===== config.mk =====
export PLATFORM = sky130hd
export DESIGN_NAME = vx_tcu_uop_seq
export DESIGN_NICKNAME = d
export VERILOG_FILES = /design/src/rtl/vx_tcu_uop_seq.sv
export SDC_FILE = /design/constraint.sdc
export NUM_CORES = 1
export LEC_CHECK = 0
export CORE_ASPECT_RATIO = 1.75
export CORE_MARGIN = 10
export CORE_UTILIZATION = 45
export CTS_CLUSTER_SIZE = 14
export DETAILED_ROUTE_END_ITERATION = 6
export GPL_ROUTABILITY_DRIVEN = 0
export GPL_TIMING_DRIVEN = 1
export HOLD_SLACK_MARGIN = 0.03
export MAX_ROUTING_LAYER = met4
export PLACE_DENSITY = 0.83
export SLEW_MARGIN = 10
export SYNTH_ARGS = -nofsm -noshare
export SYNTH_HDL_FRONTEND = slang
export SYNTH_SLANG_ARGS = --single-unit

===== constraint.sdc =====
create_clock -name clk -period 5.9 [get_ports clk]
set_input_delay 0.885 -clock clk [delete_from_list [all_inputs] [get_ports clk]]
set_output_delay 0.885 -clock clk [all_outputs]
set_load 0.05 [all_outputs]

===== src/rtl/vx_tcu_uop_seq.sv =====
// Tensor-core micro-op sequencer: expands one WMMA instruction into
// M_STEPS * N_STEPS * nk_eff micro-ops, k innermost, then n, then m.
module vx_tcu_uop_seq #(
    parameter int unsigned M_STEPS = 2,
    parameter int unsigned N_STEPS = 4,
    parameter int unsigned K_STEPS = 4,
    parameter int unsigned RA      = 0,
    parameter int unsigned RB      = 8,
    parameter int unsigned RC      = 24,
    parameter int unsigned TAG_W   = 8
) (
    input  logic             clk,
    input  logic             reset,

    input  logic             in_valid,
    output logic             in_ready,
    input  logic [TAG_W-1:0] in_tag,
    input  logic [3:0]       in_fmt_s,
    input  logic [3:0]       in_fmt_d,
    input  logic [3:0]       in_nk,
    input  logic             in_zero_c,

    output logic             out_valid,
    input  logic             out_ready,
    output logic [TAG_W-1:0] out_tag,
    output logic [3:0]       out_fmt_s,
    output logic [3:0]       out_fmt_d,
    output logic [2:0]       out_step_m,
    output logic [2:0]       out_step_n,
    output logic [2:0]       out_step_k,
    output logic [4:0]       out_rs1,
    output logic [4:0]       out_rs2,
    output logic [4:0]       out_rs3,
    output logic [4:0]       out_rd,
    output logic             out_clr,
    output logic             out_first,
    output logic             out_last,
    output logic             out_fmt_err
);

    localparam logic [2:0] M_LAST = 3'(M_STEPS - 1);
    localparam logic [2:0] N_LAST = 3'(N_STEPS - 1);
    localparam logic [3:0] K_MAX  = 4'(K_STEPS);
    localparam logic [7:0] RA8    = 8'(RA);
    localparam logic [7:0] RB8    = 8'(RB);
    localparam logic [7:0] RC8    = 8'(RC);
    localparam logic [7:0] KS8    = 8'(K_STEPS);
    localparam logic [7:0] NS8    = 8'(N_STEPS);

    typedef enum logic [0:0] {StIdle, StBusy} state_e;

    state_e           state_q;
    logic [2:0]       m_q;
    logic [2:0]       n_q;
    logic [2:0]       k_q;
    logic [3:0]       nk_q;
    logic             zero_c_q;
    logic             fmt_err_q;
    logic [TAG_W-1:0] tag_q;
    logic [3:0]       fmt_s_q;
    logic [3:0]       fmt_d_q;

    logic       k_last;
    logic       n_last;
    logic       m_last;
    logic       out_fire;
    logic       last_fire;
    logic       accept;
    logic [3:0] in_nk_eff;
    logic [7:0] rs1_full;
    logic [7:0] rs2_full;
    logic [7:0] rc_full;

    // Format IDs the datapath understands; anything else is flagged, not rejected.
    function automatic logic fmt_ok(input logic [3:0] f);
        case (f)
            4'd0, 4'd1, 4'd2, 4'd3,
            4'd8, 4'd9, 4'd10, 4'd11, 4'd12: fmt_ok = 1'b1;
            default:                         fmt_ok = 1'b0;
        endcase
    endfunction

    // Handshake decode and loop-boundary detection
    always_comb begin
        k_last    = ({1'b0, k_q} == (nk_q - 4'd1));
        n_last    = (n_q == N_LAST);
        m_last    = (m_q == M_LAST);
        out_fire  = (state_q == StBusy) && out_ready;
        last_fire = out_fire && k_last && n_last && m_last;
        // Ready again on the last handshake so the next instruction follows with no bubble
        in_ready  = (state_q == StIdle) || last_fire;
        accept    = in_valid && in_ready;
        in_nk_eff = (in_nk == 4'd0 || in_nk > K_MAX) ? K_MAX : in_nk;
    end

    // Sequencer state: latch instruction on accept, step counters on each uop handshake
    always_ff @(posedge clk) begin
        if (reset) begin
            state_q   <= StIdle;
            m_q       <= 3'd0;
            n_q       <= 3'd0;
            k_q       <= 3'd0;
            nk_q      <= 4'd0;
            zero_c_q  <= 1'b0;
            fmt_err_q <= 1'b0;
            tag_q     <= '0;
            fmt_s_q   <= 4'd0;
            fmt_d_q   <= 4'd0;
        end else if (accept) begin
            state_q   <= StBusy;
            m_q       <= 3'd0;
            n_q       <= 3'd0;
            k_q       <= 3'd0;
            nk_q      <= in_nk_eff;
            zero_c_q  <= in_zero_c;
            fmt_err_q <= !(fmt_ok(in_fmt_s) && fmt_ok(in_fmt_d));
            tag_q     <= in_tag;
            fmt_s_q   <= in_fmt_s;
            fmt_d_q   <= in_fmt_d;
        end else if (last_fire) begin
            state_q <= StIdle;
            m_q     <= 3'd0;
            n_q     <= 3'd0;
            k_q     <= 3'd0;
        end else if (out_fire) begin
            if (k_last) begin
                k_q <= 3'd0;
                if (n_last) begin
                    n_q <= 3'd0;
                    m_q <= m_q + 3'd1;
                end else begin
                    n_q <= n_q + 3'd1;
                end
            end else begin
                k_q <= k_q + 3'd1;
            end
        end
    end

    // Register-index arithmetic done in 8 bits, then wrapped to the 32-entry file
    always_comb begin
        rs1_full = RA8 + 8'(m_q) * KS8 + 8'(k_q);
        rs2_full = RB8 + 8'(n_q) * KS8 + 8'(k_q);
        rc_full  = RC8 + 8'(m_q) * NS8 + 8'(n_q);
    end

    // Payload is a pure function of registered state, so it holds while stalled
    always_comb begin
        out_valid   = (state_q == StBusy);
        out_tag     = tag_q;
        out_fmt_s   = fmt_s_q;
        out_fmt_d   = fmt_d_q;
        out_step_m  = m_q;
        out_step_n  = n_q;
        out_step_k  = k_q;
        out_rs1     = rs1_full[4:0];
        out_rs2     = rs2_full[4:0];
        out_rs3     = rc_full[4:0];
        out_rd      = rc_full[4:0];
        out_clr     = zero_c_q && (k_q == 3'd0);
        out_first   = (m_q == 3'd0) && (n_q == 3'd0) && (k_q == 3'd0);
        out_last    = m_last && n_last && k_last;
        out_fmt_err = fmt_err_q;
    end

endmodule


==> results.yml <==
sta:
  worst_slack_ps: 1740
  period_needed_ps: 4160
  period_share: 0.706
  finalClockSkew_ps: 4.83
  final_hold_viol_count: 0
  slew_violations: 0
  rsz0062_at_grt: "no"
  tns_ps: 0
  setup_viol: 0
  fmax_mhz: 240
  maxSlewHeadroom: 0.343
  tightest_slew_ps: 983
  holdWs_ps: 471
layout:
  finalNonFillerCells: 321
  multiInputGateArea_um2: 1040
  drive_gt1_frac: 0.0735
  seqCellArea_um2: 641
  areaGrowthSynthToFinish_pct: 38.8
  final_cell_area_um2: 2640
  n_antenna_cell: 0
  nets: 311
  fillers: 358
power:
  p_switching_uw: 166
  clockPowerShare: 0.302
  vdd.ir_drop.worst_uv: 140
  switching_share: 0.321
  p_int_uw: 350
  powerDensity_nw_per_um2: 196
  power_frac_comb: 0.246
  p_seq_frac: 0.452
  leakagePower_uw: 0.000921
grt:
  grt_pass1_wl_mm: 9.05
  grt_pass1_vias: 1868
  overflow: 0
  grt_use_total: 0.147
  grt_start_max_net_pins: 28
  antenna_found_initial: 0
placed_design:
  post-place-cells: 314
  port_buffers: 75
  placed_cell_area_um2: 2560
  dpl.hpwl_mm: 4.18
  dp_slack_ps: 1810
floorplan:
  die_w_um: 69.1
  die_h_um: 106
  rows: 31
  start_util: 0.462
  ioPinCount: 76
  core_um2: 4110
  dieArea_um2: 7320
yosys:
  synth.most_common_cell: "dfxtp_1"
  ys.flop_type: "dfxtp_1"
  synth_edf_count: 0
  yosys-top-cells-count: "dfxtp_1 (32), nand4_1 (26), a21oi_1 (25), inv_1 (15), ha_1 (14)"
  synth.distinct_cells: 41
  seq_area_frac_synth: 0.337
  syn_nets: 255
  netlist_area_um2: 1900
  synth-async-reset-ratio: 0
  yosysTopAreaCellShare: 0.337
  synth_warnings: 0
  avgSynthCellArea_um2: 8.79
  ys_seq_elements: 32
  synthCells: 216
  yosysTopAreaCell: "dfxtp_1"
  synth.area.top_cells: "dfxtp_1 (34%), ha_1 (9.2%), nand4_1 (8.6%)"
min_path:
  hp-class: "reg2reg"
routing:
  avgRoutedWirePerCell_um: 17.0
  drc_errors: 0
  drt_pass1_iterations: 4
  routed_via_density: 5.68
  drt_iter0_markers: 84
  ant_nets: 0
  wl_mm: 5.46
  dr_total_vias: 1823
clock_tree:
  hold_buffers: 0
  cts_setup_buffers: 0
  clk_path_buf_depth: 2
  path_clk_slew_ps: 60
  cts_tree: "built"
  cts_buffers: 5
  clock_latency_ps: 280
  cts_resized: 0
  h-tree-depth: 2
  clkSinkCount: 32
  root_buffer: "clkbuf_8"
worst_setup_path:
  critical_path.startpoint: "nk_q[0]$_SDFFE_PP0P_"
  r2r_start: "nk_q[0]$_SDFFE_PP0P_"
  cp_top_family: "simple AND/OR/NAND/NOR gates"
  endpoint: "in_ready"
  rr_worst_depth: 7
  end_kind: "output pin"
  cpMaxStageDelayCell: "clkdlybuf4s50_1"
  arrival_ps: 3280
  r2r_setup_slack_ps: 3320
  cp-start-kind: "flop"
  cp_cell_sequence: "inv_1 > ha_1 > xor2_1 > or4_4 > and4_1 > nor2_1 > clkdlybuf4s50_1"
  cp.depth: 7
  crit_fanout: 19
  max_stage_delay_ps: 850
  critPathKind: "reg2out"
  required_ps: 5020
  reg2reg_to: "nk_q[2]$_SDFFE_PP0P_"
  critPathBufInv: 2
status:
  status: "complete, no violations"
run:
  cap_violations: 0
[power by group through the flow]
stage	Combinational, µW	Sequential (µW)	Clock (µW)
after floorplan	58.9	262	0
after global placement	126	237	0
after detailed placement	127	237	0
after CTS	128	233	160
after global routing	135	234	166
final	127	233	156
[layout make-up]
class / instances / share of cell area
Inverter: 16 / 0.0228
Clock inverter: 1 / 0.00190
Clock buffer: 6 / 0.0275
Timing Repair Buffer: 76 / 0.288
Multi-Input combinational cell: 141 / 0.394
Tap cell: 49 / 0.0233
Sequential cell: 32 / 0.243
[per-layer routing]
metal	wire, µm	vias up	global-route usage	share of wire
met4	71	0	0.0506	0.013
met2	2950	72	0.262	0.54
met5	0	-	-	0
met3	308	8	0.0382	0.056
met1	2130	846	0.151	0.39
li1	-	897	-	-
[tightest hold or removal path: cells and delay by family (launching register included)]
family | cells | cell delay (ps)
AOI/OAI and AO/OA | 2 | 120
DFF | 1 | 310
[flip-flops by register name, summed over array words and instances, names as in the netlist]
name,flops
out_step_k,3
out_step_m,3
nk_q,4
out_fmt_s,4
out_fmt_err,1
zero_c_q,1
out_step_n,3
out_fmt_d,4
out_tag,8
out_valid,1
[how the worst min path moves through the flow]
stage	cells past startpoint	to	slack (ps)	start
6_report	2	out_fmt_d[2]$_SDFFE_PP0P_	470	out_fmt_d[2]$_SDFFE_PP0P_
5_1_grt	2	out_tag[2]$_SDFFE_PP0P_	490	out_tag[2]$_SDFFE_PP0P_
4_1_cts	2	out_tag[3]$_SDFFE_PP0P_	470	out_tag[3]$_SDFFE_PP0P_
3_5_place_dp	2	out_tag[2]$_SDFFE_PP0P_	460	out_tag[2]$_SDFFE_PP0P_
3_3_place_gp	2	out_fmt_d[2]$_SDFFE_PP0P_	450	out_fmt_d[2]$_SDFFE_PP0P_
2_1_floorplan	2	zero_c_q$_SDFFE_PP0P_	450	zero_c_q$_SDFFE_PP0P_
[cell families after synthesis]
group / Yosys count / share of synthesized area
AOI/OAI and AO/OA: 59 / 0.225
xor gates and xnor gates: 7 / 0.0323
adders and majority gates: 14 / 0.0922
buffers and inverters: 43 / 0.116
DFF: 32 / 0.337
muxes: 1 / 0.00527
and+or+nand+nor: 60 / 0.192
[cells in the final DEF (no fill, tap or decap), types with 2 or more instances in the layout]
master,Yosys,final
clkdlybuf4s50_1,0,75
dfxtp_1,32,32
nand4_1,26,26
a21oi_1,25,25
inv_1,15,15
ha_1,14,14
o31ai_1,13,13
o31ai_2,9,9
nand2_1,8,8
nor2_1,7,7
xor2_1,6,6
clkbuf_8,0,5
nand3_1,4,4
nor3_1,3,3
a31oi_1,2,2
nor4b_1,2,2
o21ai_0,3,2
[through the flow]
step | total power (µW) | utilization
final | 516 | 0.641
after global routing | 535 | 0.641
after CTS | 520 | 0.641
after detailed placement | 365 | 0.622
after global placement | 363 | 0.622
after floorplan | 321 | -
(Power assumes the default switching activity.)
